$ cat config.mk
export PLATFORM = sky130hd
export DESIGN_NAME = game_mode_controller_flat
export DESIGN_NICKNAME = d
export VERILOG_FILES = /design/src/rtl/game_mode_controller_if.sv /design/src/rtl/game_mode_controller.sv /design/src/flat_wrapper.sv
export SDC_FILE = /design/constraint.sdc
export NUM_CORES = 1
export LEC_CHECK = 0
export CAP_MARGIN = 20
export CORE_MARGIN = 2
export CORE_UTILIZATION = 51
export DETAILED_ROUTE_END_ITERATION = 6
export PLACE_DENSITY = 0.73
export SLEW_MARGIN = 0
export SYNTH_ARGS = -nofsm -noshare
export SYNTH_HDL_FRONTEND = slang
export SYNTH_SLANG_ARGS = --single-unit
$ cat constraint.sdc
create_clock -name clk -period 3.3 [get_ports clk]
set_input_delay 0.66 -clock clk [delete_from_list [all_inputs] [get_ports clk]]
set_output_delay 0.66 -clock clk [all_outputs]
set_load 0.02 [all_outputs]
$ cat src/rtl/game_mode_controller_if.sv
`default_nettype none
// +------------------------------------------------------------------------+
// | game_mode_controller_if                                                |
// | Button/display bundle shared between the game sequencer and the board. |
// | Rev 1.0                                                                |
// +------------------------------------------------------------------------+
interface game_mode_controller_if;
    logic [3:0]  btn_pulse;
    logic        switch_pulse;
    logic [15:0] game_values;
    logic [1:0]  game_sel;
    logic [15:0] game_btn;
    logic [3:0]  display_value;
    logic        dp;
    logic [1:0]  mode;

    // Environment side: pulse conditioners and game cores.
    modport master (
        output btn_pulse, switch_pulse, game_values,
        input  game_sel, game_btn, display_value, dp, mode
    );

    // Sequencer side.
    modport slave (
        input  btn_pulse, switch_pulse, game_values,
        output game_sel, game_btn, display_value, dp, mode
    );
endinterface
`default_nettype wire

$ cat src/rtl/game_mode_controller.sv
`default_nettype none
// +------------------------------------------------------------------------+
// | game_mode_controller                                                   |
// | Shares one 7-seg display and four buttons between four game cores.     |
// | Rev 1.0                                                                |
// +------------------------------------------------------------------------+
module game_mode_controller #(
    parameter int SHOW_ID_CYCLES = 50000000,
    parameter int IDLE_TIMEOUT   = 500000000,
    parameter int ATTRACT_PERIOD = 25000000
) (
    input  wire logic             clk,
    input  wire logic             rst_n,
    game_mode_controller_if.slave bus
);

    localparam int SHOW_W   = $clog2(SHOW_ID_CYCLES + 1);
    localparam int IDLE_W   = $clog2(IDLE_TIMEOUT + 1);
    localparam int PERIOD_W = $clog2(ATTRACT_PERIOD + 1);

    localparam logic [SHOW_W-1:0]   SHOW_LAST   = SHOW_W'(SHOW_ID_CYCLES - 1);
    localparam logic [IDLE_W-1:0]   IDLE_LAST   = IDLE_W'(IDLE_TIMEOUT - 1);
    localparam logic [PERIOD_W-1:0] PERIOD_LAST = PERIOD_W'(ATTRACT_PERIOD - 1);

    typedef enum logic [1:0] {
        MODE_SHOW_ID = 2'd0,
        MODE_PLAY    = 2'd1,
        MODE_ATTRACT = 2'd2
    } mode_e;

    mode_e               mode_q,        mode_d;
    logic [1:0]          game_sel_q,    game_sel_d;
    logic [1:0]          attract_idx_q, attract_idx_d;
    logic [SHOW_W-1:0]   show_cnt_q,    show_cnt_d;
    logic [IDLE_W-1:0]   idle_cnt_q,    idle_cnt_d;
    logic [PERIOD_W-1:0] period_cnt_q,  period_cnt_d;

    logic w_any_btn;
    logic w_fwd_btn;

    assign w_any_btn = |bus.btn_pulse;
    // A switch in PLAY wins over buttons arriving in the same cycle.
    assign w_fwd_btn = (mode_q == MODE_PLAY) && !bus.switch_pulse;

    always_ff @(posedge clk or negedge rst_n) begin
        if (!rst_n) begin
            mode_q        <= MODE_SHOW_ID;
            game_sel_q    <= 2'd0;
            attract_idx_q <= 2'd0;
            show_cnt_q    <= '0;
            idle_cnt_q    <= '0;
            period_cnt_q  <= '0;
        end else begin
            mode_q        <= mode_d;
            game_sel_q    <= game_sel_d;
            attract_idx_q <= attract_idx_d;
            show_cnt_q    <= show_cnt_d;
            idle_cnt_q    <= idle_cnt_d;
            period_cnt_q  <= period_cnt_d;
        end
    end

    always_comb begin
        mode_d        = mode_q;
        game_sel_d    = game_sel_q;
        attract_idx_d = attract_idx_q;
        show_cnt_d    = show_cnt_q;
        idle_cnt_d    = idle_cnt_q;
        period_cnt_d  = period_cnt_q;

        case (mode_q)
            MODE_SHOW_ID: begin
                if (bus.switch_pulse) begin
                    game_sel_d = game_sel_q + 2'd1;
                    show_cnt_d = '0;
                end else if (show_cnt_q == SHOW_LAST) begin
                    mode_d     = MODE_PLAY;
                    idle_cnt_d = '0;
                end else begin
                    show_cnt_d = show_cnt_q + 1'b1;
                end
            end
            MODE_PLAY: begin
                if (bus.switch_pulse) begin
                    game_sel_d = game_sel_q + 2'd1;
                    mode_d     = MODE_SHOW_ID;
                    show_cnt_d = '0;
                end else if (w_any_btn) begin
                    idle_cnt_d = '0;
                end else if (idle_cnt_q == IDLE_LAST) begin
                    mode_d        = MODE_ATTRACT;
                    attract_idx_d = game_sel_q;
                    period_cnt_d  = '0;
                end else begin
                    idle_cnt_d = idle_cnt_q + 1'b1;
                end
            end
            MODE_ATTRACT: begin
                // The waking pulse is consumed; game_sel is left untouched.
                if (w_any_btn || bus.switch_pulse) begin
                    mode_d     = MODE_SHOW_ID;
                    show_cnt_d = '0;
                end else if (period_cnt_q == PERIOD_LAST) begin
                    period_cnt_d  = '0;
                    attract_idx_d = attract_idx_q + 2'd1;
                end else begin
                    period_cnt_d = period_cnt_q + 1'b1;
                end
            end
            default: begin
                mode_d     = MODE_SHOW_ID;
                show_cnt_d = '0;
            end
        endcase
    end

    always_comb begin
        bus.display_value = {2'b00, game_sel_q} + 4'd1;
        bus.dp            = 1'b1;
        case (mode_q)
            MODE_PLAY: begin
                bus.display_value = bus.game_values[{game_sel_q, 2'b00} +: 4];
                bus.dp            = 1'b0;
            end
            MODE_ATTRACT: begin
                bus.display_value = {2'b00, attract_idx_q} + 4'd1;
                bus.dp            = attract_idx_q[0];
            end
            default: ;
        endcase
    end

    for (genvar gi = 0; gi < 4; gi++) begin : g_btn_gate
        assign bus.game_btn[gi*4 +: 4] =
            (w_fwd_btn && (game_sel_q == 2'(gi))) ? bus.btn_pulse : 4'b0000;
    end

    assign bus.game_sel = game_sel_q;
    assign bus.mode     = mode_q;

endmodule
`default_nettype wire
$ cat src/flat_wrapper.sv
// flat-port wrapper written by rule: the top's interface ports become plain ports
module game_mode_controller_flat 
#(
    parameter int SHOW_ID_CYCLES = 50000000,
    parameter int IDLE_TIMEOUT   = 500000000,
    parameter int ATTRACT_PERIOD = 25000000
)
  (clk, rst_n, bus_btn_pulse, bus_switch_pulse, bus_game_values, bus_game_sel, bus_game_btn, bus_display_value, bus_dp, bus_mode);
  game_mode_controller_if bus_i ();
  input  wire logic clk;
  input  wire logic rst_n;
  input wire logic [$bits(bus_i.btn_pulse)-1:0] bus_btn_pulse;
  input wire logic [$bits(bus_i.switch_pulse)-1:0] bus_switch_pulse;
  input wire logic [$bits(bus_i.game_values)-1:0] bus_game_values;
  output wire logic [$bits(bus_i.game_sel)-1:0] bus_game_sel;
  output wire logic [$bits(bus_i.game_btn)-1:0] bus_game_btn;
  output wire logic [$bits(bus_i.display_value)-1:0] bus_display_value;
  output wire logic [$bits(bus_i.dp)-1:0] bus_dp;
  output wire logic [$bits(bus_i.mode)-1:0] bus_mode;
  assign bus_i.btn_pulse = bus_btn_pulse;
  assign bus_i.switch_pulse = bus_switch_pulse;
  assign bus_i.game_values = bus_game_values;
  assign bus_game_sel = bus_i.game_sel;
  assign bus_game_btn = bus_i.game_btn;
  assign bus_display_value = bus_i.display_value;
  assign bus_dp = bus_i.dp;
  assign bus_mode = bus_i.mode;
  game_mode_controller #(.SHOW_ID_CYCLES(SHOW_ID_CYCLES), .IDLE_TIMEOUT(IDLE_TIMEOUT), .ATTRACT_PERIOD(ATTRACT_PERIOD)) u_core (.clk(clk), .rst_n(rst_n), .bus(bus_i));
endmodule
* After elaboration in Yosys (flattened, before gate mapping) *
Cells that the tools add are included.
W data, S select, Z words.

storage, ports and cells
  register bits after elaboration = 86
  output and inout port bits = 25
  bits in writable memories = 0
  logic and storage cells = 90
  memories = 0
  bits in read-only memories = 0
  bits in latches = 0

operators by class
  bitwise gates (word level) = 0
  equality and inequality tests = 21
  magnitude comparators = 0
  shifts and indexed selects = 1
  $add $sub $neg = 7
  reductions and logical operators = 19
  multiplexer cells = 36
  div/mod/pow operators = 0
  $mul = 0

operators with widths
  kind                     count
  $mux W29                 5
  $mux W25                 5
  $mux W26                 4
  $pmux W26 S3             1
  $pmux W29 S2             1
  $pmux W25 S2             1
  $add A29 B1 Y29 const B  1
  $eq A29 B29 Y1 const B   1
  $add A26 B1 Y26 const B  1
  $eq A26 B26 Y1 const B   1
  $add A25 B1 Y25 const B  1
  $eq A25 B25 Y1 const B   1
  $mux W2                  11
  $mux W4                  4
  $shiftx A16 B5 Y4        1
  $reduce_and A5 Y1        3
  $ne A2 B2 Y1 const B     6
  $ne A3 B3 Y1 const B     3
  $pmux W4 S2              1
  $add A2 B1 Y3 const B    2
  $eq A2 B2 Y1 const B     3
  $ne A2 B1 Y1 const B     3
  $pmux W2 S3              1
  $reduce_and A6 Y1        1
  other kinds (14)         22

* Longest topological paths before layout *
Gate-level depths: netlist of the first run.

  depth after elaboration = 5
  depth in mapped cells = 8

* Least setup slack after synthesis of the first run *
Ideal clock, no wire load.

  kind = in2out
  start point = input port bus_switch_pulse
  end point = output port bus_game_btn[0]
  data arrival time = 1.852 ns
  buffers on the path = 2
  slack = 0.788 ns
  stages = 4
  cell sequence = clkbuf_1 > nor3b_1 > clkbuf_1 > and3_1

between the ends
  longest elaborated chain between the ends = 4

ends and longest elaborated chain
  item                 line                         RTL
  start: declaration   flat_wrapper.sv:13           input wire logic [$bits(bus_i.switch_pulse)-1:0] bus_switch_pulse;
  $logic_not A1 Y1     game_mode_controller.sv:43   assign w_fwd_btn = (mode_q == MODE_PLAY) && !bus.switch_pulse;
  $logic_and A1 B1 Y1  game_mode_controller.sv:43
  $logic_and A1 B1 Y1  game_mode_controller.sv:135  (w_fwd_btn && (game_sel_q == 2'(gi))) ? bus.btn_pulse : 4'b0000;
  $mux W4              game_mode_controller.sv:135
  end: declaration     flat_wrapper.sv:16           output wire logic [$bits(bus_i.game_btn)-1:0] bus_game_btn;

No other way between the ends.

* Worst setup path after layout of the first run *
  start point = input port bus_switch_pulse
  end point = output port bus_game_btn[11]

The elaborated chain is that of the path after synthesis.

==> flow_summary.yaml, run 1 <==
die:
  row_count: 38
  start_util: 0.525
  ios: 48
  dieArea_mm2: 0.0120
  die_h_um: 110
  die_w_um: 110
  coreArea_mm2: 0.0108
global_routing:
  antenna_found_initial: 0
  grt_pass1_wl_um: 26300
  grt_pass1_vias: 5231
  grtUsageTotal: 0.277
  grt_max_degree: 43
  grt_overflow: 0
worst_setup_path:
  crit_path_cell_trace: "clkdlybuf4s50_1 > nor3b_1 > buf_4 > and3_1 > clkdlybuf4s50_1"
  critPathCaptureType: "output pin"
  cp-start-kind: "input pin"
  crit_arrival_ps: 2390
  crit_path_frequent_cell: "clkdlybuf4s50_1"
  worstPathMaxFanout: 18
  critPathKind: "input pin to output pin"
  max_stage_delay_ps: 600
  required_ps: 2640
  rrSetupSlack_ps: 440
  r2r_start: "u_core.show_cnt_q[18]"
  worstRegToRegCells: 5
  crit_path_top_delay_cell: "clkdlybuf4s50_1"
  crit-reg2reg-capture: "u_core.idle_cnt_q[28]"
drt:
  wirelength_um: 15800
  vias: 5546
  routed_via_density: 6.64
  drt.antenna.violating_nets: 0
  dr.pass1.iters: 5
  drtIter0Drc: 584
  avgRoutedWirePerCell_um: 18.9
  drc: 0
run_status:
  status: "finished, final reports clean"
placement:
  routabilityCongestion: 0.917
  numPlacedInstances: 819
  hpwl_um: 11000
  portBuffers: 47
  placed_cell_area_mm2: 0.00631
cells_and_area:
  drive_above_1_share: 0.0993
  multiInputGateArea_mm2: 0.00326
  register_area_mm2: 0.00215
  antenna_cells: 0
  final_core_util: 0.604
  stdcell_count: 835
  syn2layout_area_growth_pct: 15.1
  nets: 721
  design_area_mm2: 0.00655
  fillers: 952
power:
  p_leak_nw: 2.70
  power.density_mw_per_mm2: 376
  vdd_drop_max_mv: 0.365
  power_mw: 2.46
flow_run:
  max_cap_viol_count: 0
clock_tree:
  cts_tree: "built"
  clock_sinks: 86
  postCtsSetupBuffers: 0
  root_buffer: "clkbuf_8"
  clockBufferDepth: 2
  htree_levels: 3
  cts_hold_buf: 0
  cts-resized-gates: 0
  clock_latency_ps: 380
  clk_pin_slew_ps: 100
  cts_buffers: 9
synth:
  yosysWarningCount: 0
  yosysSeqAreaShare: 0.378
  ys_types: 74
  synth-edff-count: 0
  syn_inst: 653
  yosys.area.top_type: "dfrtp_1"
  yosysTopAreaCellShare: 0.378
  netlist_area_mm2: 0.00569
  netlist_top_cells_area: "dfrtp_1 38%, and3_1 4.3%, nand2_1 4.2%"
  async_flop_share: 1.00
  syn_area_per_cell_um2: 8.71
  syn-num-nets: 684
  synth-main-ff-cell: "dfrtp_1"
  ys_ff_latch: 86
  synth.most_common_cell: "dfrtp_1"
  netlist_top_cells_count: "86 x dfrtp_1, 64 x nand2_1, 39 x and3_1, 39 x nand3_1, 35 x o21ai_0"
hold_path:
  hp-class: "input pin to async pin"
sta:
  maxSlewViolCount: 0
  hold_viol: 0
  setup_tns_ps: 0
  final_period_minus_worst_setup_slack_ps: 3050
  rsz0062_at_grt: "false"
  slew_headroom: 0.295
  fin_crit_sh: 0.924
  clock.fmax_mhz: 328
  clock_skew_ps: 19.2
  worstMarginPinSlew_ps: 1060
  finalSetupViolCount: 0
==> how the worst max path moves through the flow <==
stage          depth (start not counted)  slack (ps)               start                   end
2_1_floorplan                          4         790    bus_switch_pulse       bus_game_btn[0]
3_3_place_gp                           5         290    bus_switch_pulse       bus_game_btn[0]
3_5_place_dp                           5         280    bus_switch_pulse       bus_game_btn[7]
4_1_cts                                5         230    bus_switch_pulse       bus_game_btn[7]
5_1_grt                                6          60  u_core.bus.mode[0]  bus_display_value[1]
6_report                               5         250    bus_switch_pulse      bus_game_btn[11]
==> sequential cells by signal, indices dropped and copies added (netlist names) <==
name,count
u_core.idle_cnt_q,29
u_core.show_cnt_q,26
u_core.period_cnt_q,25
u_core.attract_idx_q,2
u_core.bus.game_sel,2
u_core.bus.mode,2
==> where the power goes <==
group | switching [mW] | total (mW) | leakage, nW | internal (mW)
Combinational | 0.231 | 0.440 | 1.43 | 0.209
Clock | 0.400 | 0.904 | 0.121 | 0.504
Sequential | 0.0392 | 1.12 | 1.15 | 1.08
==> metrics by stage <==
step                      setup WS [ps]  hold WS, ps
final                               251          259
after global routing               62.7          279
after CTS                           232          264
after detailed placement            278          498
after global placement              294          492
after floorplan                     788          364
==> worst max-delay path: cells and delay by family <==
kind / cells / cell delay [ps]
buffers and inverters: 3 / 1310
AND/OR/NAND/NOR: 2 / 420
==> cell families (layout without fill, tap and decap cells) <==
logic type               after synthesis  after routing  share of synthesized area
XOR/XNOR                               1              1                    0.00154
AO/OA/AOI/OAI                        173            173                      0.213
multiplexers                           8              8                     0.0231
AND/OR/NAND/NOR                      315            315                      0.317
adder cells (fa/ha/maj)                8              8                     0.0176
flip-flops                            86             86                      0.378
buffers and inverters                 62            104                     0.0493
==> cell type report <==
type,instances,share of cell area
clock buffer,10,0.0195
timing repair buffer,70,0.0998
sequential,86,0.329
clock inverter,6,0.0166
inverter,18,0.0103
multi-input combinational,505,0.498
tap,140,0.0268
==> layout by cell type (no fill, tap or decap), drive strengths merged, types with 16 or more instances in the layout <==
cell type      Yosys  layout
a21oi             36      36
o21ai             40      40
inv               17      18
dfrtp             86      86
nand3             40      40
clkdlybuf4s50      0      46
a41oi             23      23
nor4              27      27
nand2             64      64
or4               16      16
nand4             30      30
nor3              17      17
nor2              31      31
a31oi             18      18
and3              40      40
buf               13      24
==> layer usage <==
| metal | part of all wire | GRT usage | wire length (um) |
|---|---|---|---|
| met1 | 0.44 | 0.385 | 7000 |
| met2 | 0.47 | 0.426 | 7490 |
| met3 | 0.059 | 0.0528 | 937 |
| met4 | 0.022 | 0.109 | 342 |
| met5 | 0 | 0 | 0 |
No activity file was read; power rests on OpenSTA's default activity.
==> inputs of run 2 (changes only) <==
--- a/config.mk
+++ b/config.mk
@@ -6,7 +6,7 @@
 export NUM_CORES = 1
 export LEC_CHECK = 0
 export CAP_MARGIN = 20
-export CORE_MARGIN = 2
+export CORE_MARGIN = 3
 export CORE_UTILIZATION = 51
 export DETAILED_ROUTE_END_ITERATION = 6
 export PLACE_DENSITY = 0.73
==> flow_summary.yaml, run 2 (same netlist as run 1, synthesis figures left out) <==
global_routing:
  grt_pass1_wl_um: 26500
  grt_max_degree: 45
  grt_pass1_vias: 5250
  antenna_found_initial: 0
  grt_overflow: 0
  grtUsageTotal: 0.255
worst_setup_path:
  cp-start-kind: "flop"
  crit_path_top_delay_cell: "clkdlybuf4s50_1"
  critPathTopFamily: "buffers and inverters"
  critPathKind: "flop to output pin"
  worstPathMaxFanout: 12
  required_ps: 2640
  crit_arrival_ps: 2400
  crit_path_frequent_cell: "nand2_1"
  critPathCaptureType: "output pin"
  crit_buf_inv: 2
  crit_path_cell_trace: "buf_4 > nand2b_1 > nand2_1 > o21ai_0 > ha_1 > nand2_1 > nand2_1 > clkdlybuf4s50_1"
  max_stage_delay_ps: 610
power:
  p_leak_nw: 2.67
  vdd_drop_max_mv: 0.291
  power.density_mw_per_mm2: 353
clock_tree:
  clockBufferDepth: 2
  cts_buffers: 9
  root_buffer: "clkbuf_8"
  cts_tree: "built"
  clock_sinks: 86
  htree_levels: 3
  clk_pin_slew_ps: 90
  clock_latency_ps: 380
sta:
  worstMarginPinSlew_ps: 1080
  hold_viol: 0
  clock.fmax_mhz: 326
  setup_tns_ps: 0
  final_period_minus_worst_setup_slack_ps: 3060
  slew_headroom: 0.278
  finalSetupViolCount: 0
  clock_skew_ps: 13.6
  setup_slack_ps: 236
  fin_crit_sh: 0.929
  maxSlewViolCount: 0
  rsz0062_at_grt: "false"
drt:
  drt.antenna.violating_nets: 0
  vias: 5551
  drc: 0
  avgRoutedWirePerCell_um: 18.8
  routed_via_density: 6.67
  dr.pass1.iters: 5
  wirelength_um: 15600
  drtIter0Drc: 471
die:
  row_count: 37
  dieArea_mm2: 0.0125
  die_w_um: 112
  die_h_um: 112
  coreArea_mm2: 0.0106
  start_util: 0.536
  ios: 48
placement:
  hpwl_um: 10900
  placed_cell_area_mm2: 0.00630
  portBuffers: 47
  pre_cts_ws_ps: 269
  routabilityCongestion: 0.966
run_status:
  status: "finished, final reports clean"
cells_and_area:
  fillers: 915
  top_register: "u_core.idle_cnt_q"
  final_cell_mix: "85 x dfrtp_1, 64 x nand2_1, 46 x clkdlybuf4s50_1"
  antenna_cells: 0
  largest_reg_flops: 29
  multiInputGateArea_mm2: 0.00326
  final_common_cell: "dfrtp_1"
  layout_top_registers: "u_core.idle_cnt_q x29, u_core.show_cnt_q x26, u_core.period_cnt_q x25"
  design_area_mm2: 0.00648
  drive_above_1_share: 0.0991
  syn2layout_area_growth_pct: 14.0
  nets: 722
  register_area_mm2: 0.00215
hold_path:
  hp-class: "input pin to async pin"
flow_run:
  max_cap_viol_count: 0
-- run 2: layout make-up --
cell class	instances	area share
Timing Repair Buffer	71	0.100
Clock inverter	4	0.00733
Inverter	18	0.0104
Multi-Input combinational cell	505	0.503
Sequential cell	86	0.332
Tap cell	136	0.0262
Clock buffer	12	0.0208
-- run 2: path summary, 6_finish.rpt --
kind / start / endpoint / slack, ps / cells past startpoint
max: u_core.bus.mode[1] / bus_display_value[1] / 240 / 8
min: rst_n / u_core.show_cnt_q[10] / 280 / 1
max reg2reg: u_core.show_cnt_q[18] / u_core.idle_cnt_q[8] / 440 / 5
min reg2reg: u_core.show_cnt_q[9] / u_core.show_cnt_q[9] / 510 / 1
max in group asynchronous: rst_n / u_core.idle_cnt_q[14] / 2270 / 2
min in group clk: u_core.show_cnt_q[9] / u_core.show_cnt_q[9] / 510 / 1
-- run 2: per-stage QoR --
step	std cells	hold slack, ps	power [mW]	utilization
after floorplan	653	364	1.38	-
after CTS	832	289	2.31	0.611
after global placement	816	490	1.56	0.594
after global routing	832	296	2.41	0.611
after detailed placement	816	499	1.58	0.594
final	832	277	2.29	0.611
-- run 2: what timing repair did --
item / 4_1_cts / 5_1_grt
setup buffers: 0 / 0
resized for setup: 0 / 1
setup endpoints to repair: 0 / 2
hold buffers: 0 / 0
-- run 2: worst reg2reg max path, stage by stage, from the launching register on --
cell and delay [ps]:
dfrtp_1 450, or4b_1 560, or4_4 570, o21bai_2 160
and2_1 690, a41oi_1 250
-- run 2: power by group --
| group | internal (mW) | total (mW) | switching [mW] |
|---|---|---|---|
| clock | 0.348 | 0.730 | 0.382 |
| combinational | 0.202 | 0.413 | 0.211 |
| sequential | 1.08 | 1.14 | 0.0630 |
| total | 1.63 | 2.29 | 0.656 |
-- run 2: routing by layer --
metal  GRT usage  vias to the layer above  part of all wire
li1            -                     2635                 -
met4      0.0787                        0             0.016
met2       0.410                      185              0.49
met3      0.0592                       21             0.058
met1       0.346                     2710              0.44
met5           0                        -                 0
==> inputs of run 3 (changes only) <==
--- a/config.mk
+++ b/config.mk
@@ -5,7 +5,6 @@
 export SDC_FILE = /design/constraint.sdc
 export NUM_CORES = 1
 export LEC_CHECK = 0
-export CAP_MARGIN = 20
 export CORE_MARGIN = 3
 export CORE_UTILIZATION = 51
 export DETAILED_ROUTE_END_ITERATION = 6
==> results of run 3 <==
Final layout, timing and power as in run 2 (identical DEF).
==> variant 1 (flow settings as in run 2) <==
Reset style: synchronous (`rst_n`), changed in one clocked block.
--- a/src/rtl/game_mode_controller.sv
+++ b/src/rtl/game_mode_controller.sv
@@ -42,7 +42,7 @@
     // A switch in PLAY wins over buttons arriving in the same cycle.
     assign w_fwd_btn = (mode_q == MODE_PLAY) && !bus.switch_pulse;
 
-    always_ff @(posedge clk or negedge rst_n) begin
+    always_ff @(posedge clk) begin
         if (!rst_n) begin
             mode_q        <= MODE_SHOW_ID;
             game_sel_q    <= 2'd0;
Function: differs if rst_n is asserted again (counterexample within 4 cycles, from zero or initial values and one cycle with rst_n low); with rst_n held inactive, the same outputs for 10 cycles.
==> variant 1 against run 2 <==
- critical path type unchanged
- synthesized cell count shrank 5.7%
- count of clock-buffer cells in the layout is the same
- first-iteration DRC count shrank 54%
- fmax shrank 2.5%
- sequential cell count is the same
- sequential share of layout area shrank 3.8 points
- cell area shrank 9.8%
- worst setup slack lost 0.078 ns
- wire length shrank 18%
- synthesized area shrank 13%
- non-clock buffer count is the same
- final cell count shrank 3.6%
Power is not compared: it rests on default switching activity, and its combinational part moved more than twofold at a synthesized area within 25%.
==> variant 1: results <==
[run_status]
status = "finished clean"

[synthesis]
ys_async_sr_fraction_pct = 0
synth_compound_area_share_pct = 18.3
synth_cell_types = 62
yosysWarnings = 0
synth_common_cells = "dfxtp_1 (86), nand2_1 (63), nor2_1 (58)"
synth-xor-area-share_pct = 3.72
synthMuxAreaShare_pct = 4.58
synthFlopType = "dfxtp_1"
synth_area_leaders = "dfxtp_1 (35%), nand2_1 (4.8%), nor2_1 (4.4%)"
avgSynthCellArea_um2 = 8.02
ys_seq_area_share_pct = 34.8
syn-num-nets = 647
yosys.area_share.adder_pct = 2.03

[place]
dp_cells = 786
post-place-ws_ns = 0.142
placed_area_mm2 = 0.00563
hpwl_um = 9290
place_congestion = 0.884

[routing]
dr_wl_met3_um = 606
drt.antenna.violating_nets = 0
via_per_inst = 6.05
wl_met2_um = 6070
drtIter0Drc = 216
wirelength_um = 12800
m1WireLength_um = 5960

[final_layout]
drive_above_1_share_pct = 10.5
multiInputGateArea_mm2 = 0.00304
fill_cells = 830
stdcell_count = 802
num-nets-final = 699

[setup_path]
arrival_ns = 2.48
cp_max_fo = 7

[sta]
clock-skew-final_ns = 0.0146
slew_headroom_pct = 31.9

[global_route]
met1_usage_pct = 31.5
grt_pass1_wl_um = 21600
track_usage_pct = 23.5
grt_max_degree = 20
use_met2_pct = 38.2
grt_pass1_vias = 4557
grt_util_met3_pct = 3.79

[power_and_ir_drop]
worst_ir_drop_vdd_mv = 0.181

[cts]
post-cts-setup-buffers = 0
clk-insertion-delay-late_ns = 0.36
cts_root_buffer = "clkbuf_8"

[worst_hold_path]
hp-class = "flop to flop"
variant 1: cell count changes after synthesis, sizes merged, moves of 17 or more:
| cell | change |
|---|---|
| dfrtp | -86 |
| dfxtp | +86 |
| nor2 | +28 |
| a41oi | -22 |
| xnor2 | +18 |
| nand4 | -17 |
variant 1: layout make-up:
type	count	area share (%)
sequential	86	29.4
clock inverter	4	0.942
inverter	16	1.03
tap	129	2.76
timing repair buffer	71	11.1
clock buffer	12	2.65
multi-input combinational	484	52.0
variant 1: worst paths after layout:
check,startpoint,end,slack (ns),cells past startpoint
min reg2reg,u_core.period_cnt_q[24],u_core.period_cnt_q[24],0.48,2
min,u_core.period_cnt_q[24],u_core.period_cnt_q[24],0.48,2
max reg2reg,u_core.show_cnt_q[8],u_core.idle_cnt_q[27],0.45,7
max,u_core.bus.mode[0],bus_display_value[1],0.16,6
variant 1: critical path, delay by kind of cell, from the launching register on:
family	cells	cell delay, ns
buf+inv	1	0.62
flops	1	0.48
simple gates	3	0.39
mux	1	0.37
fa+ha+maj	1	0.27
==> variant 2 (settings of run 2) <==
Made on the original files. `SHOW_ID_CYCLES` is set to 50000000 in 2 places; all go to 12500000.
--- a/src/rtl/game_mode_controller.sv
+++ b/src/rtl/game_mode_controller.sv
@@ -5,7 +5,7 @@
 // | Rev 1.0                                                                |
 // +------------------------------------------------------------------------+
 module game_mode_controller #(
-    parameter int SHOW_ID_CYCLES = 50000000,
+    parameter int SHOW_ID_CYCLES = 12500000,
     parameter int IDLE_TIMEOUT   = 500000000,
     parameter int ATTRACT_PERIOD = 25000000
 ) (
--- a/src/flat_wrapper.sv
+++ b/src/flat_wrapper.sv
@@ -1,7 +1,7 @@
 // flat-port wrapper written by rule: the top's interface ports become plain ports
 module game_mode_controller_flat 
 #(
-    parameter int SHOW_ID_CYCLES = 50000000,
+    parameter int SHOW_ID_CYCLES = 12500000,
     parameter int IDLE_TIMEOUT   = 500000000,
     parameter int ATTRACT_PERIOD = 25000000
 )
Behaviour: same outputs for any inputs over 10 cycles, from zero or initial values and one cycle with rst_n low; that may be too few to reach the edited logic, so the function may still have changed.
==> variant 2 against run 2 <==
- fmax shrank 1.7%
- synthesized area shrank 7.4%
- power grew 3.9%
- first-iteration DRC count shrank 40%
- sequential cell count shrank 2
- cell area shrank 5.5%
- final cell count shrank 8.4%
- worst setup slack lost 0.053 ns
- wire length shrank 18%
- critical path type unchanged
- sequential power shrank 4%
- clock skew grew 0.0014 ns
- global-route usage shrank 2.8 points
==> variant 2: results <==
[final_layout]
reg_top3 = "u_core.idle_cnt_q x29, u_core.period_cnt_q x25, u_core.show_cnt_q x24"
drive_above_1_share_pct = 10.8
num-nets-final = 655
fill_cells = 852

[place]
hpwl_um = 9080
io_buffers = 47
place_congestion = 0.874

[setup_path]
cp_max_fo = 8
max_stage_delay_ns = 0.54
arrival_ns = 2.46

[routing]
wirelength_um = 12900
drtIter0Drc = 282
vias = 4836

[cts]
clk-insertion-delay-late_ns = 0.36
cts_inserted_buffers = 9
cts.clk_slew.worst_paths_ns = 0.09

[global_route]
track_usage_pct = 22.7
grt_max_degree = 85
grt_antenna_before_repair = 1
grt_pass1_wl_um = 21600
grt_pass1_vias = 4552

[power_and_ir_drop]
worst_ir_drop_vdd_mv = 0.200
p_leak_uw = 0.00237

[synthesis]
ys_async_sr_fraction_pct = 100
syn-num-nets = 614
synth_area_leaders = "dfrtp_1 (40%), a31oi_1 (6.5%), nand2_1 (4.1%)"
synth_cell_types = 68
ys_seq_area_share_pct = 39.9
synth_common_cells = "dfrtp_1 (84), nand2_1 (58), a31oi_1 (55)"

[sta]
clock-skew-final_ns = 0.0151
max_slew.worst_pin.slew_ns = 0.989

[run_status]
status = "finished clean"

[worst_hold_path]
hp-class = "input pin to asynchronous set/reset pin"
## variant 2: final timing paths
path,endpoint,startpoint,slack (ns),depth (start not counted)
hold / removal,u_core.show_cnt_q[9],rst_n,0.32,2
setup reg to reg,u_core.attract_idx_q[0],u_core.idle_cnt_q[12],0.74,6
setup / recovery,bus_display_value[1],u_core.bus.mode[0],0.18,5
min in group clk,u_core.idle_cnt_q[28],u_core.idle_cnt_q[28],0.49,1
hold reg to reg,u_core.idle_cnt_q[28],u_core.idle_cnt_q[28],0.49,1
max in group asynchronous,u_core.idle_cnt_q[8],rst_n,2.62,2
## variant 2: critical path: cells and delay by family, from the launching register on
family	cells	cell delay, ns
muxes	2	0.63
buffers and inverters	1	0.54
DFF	1	0.46
adders and majority gates	1	0.30
and+or+nand+nor	1	0.18
## variant 2: cell families (layout without fill, tap and decap cells)
| group | after synthesis | after routing | share of synthesized area [%] |
|---|---|---|---|
| flops | 84 | 84 | 39.9 |
| compound gates | 190 | 190 | 24.2 |
| xor+xnor | 1 | 1 | 0.166 |
| simple gates | 241 | 241 | 26.4 |
| fa+ha+maj | 8 | 8 | 1.90 |
| buf+inv | 46 | 92 | 3.80 |
| mux | 13 | 13 | 3.59 |
## variant 2: per-layer routing
metal  up-vias  part of all wire, %  track usage, %
met4         2                 0.85            6.22
met1      2383                   46            30.5
li1       2357                    -               -
met3        12                  3.5            4.14
met5         -                 0.10               0
met2        82                   49            37.7
## variant 2: through the flow
stage,power (uW),std cells,instance area [um^2],utilization (%),worst slack [ns]
2_1_floorplan,1330,583,5270,-,0.690
3_3_place_gp,1510,746,5890,59.5,0.318
3_5_place_dp,1530,746,5890,59.5,0.279
4_1_cts,2390,762,6120,61.8,0.112
5_1_grt,2480,762,6130,61.8,0.0192
6_report,2380,762,6130,61.8,0.182
## variant 2: repair_timing
action,in CTS,in global routing
endpoints found under the hold margin,0,0
setup endpoints to repair,0,1
hold buffers,0,0
resized for setup,0,1
## variant 2: area by class of cell
class / count / area share [%]
repair buffers: 64 / 9.92
clock buffers: 12 / 2.21
flip-flops and latches: 84 / 34.3
multi-input cells: 453 / 48.5
well taps: 133 / 2.72
clock inverters: 4 / 1.59
inverters: 12 / 0.735
## variant 2: where the power goes
group          leakage (uW)  total, uW  switching [uW]  internal (uW)
logic               0.00110        414             202            212
clock network      0.000111        874             369            504
registers           0.00116       1090            42.8           1050
total               0.00237       2380             614           1760
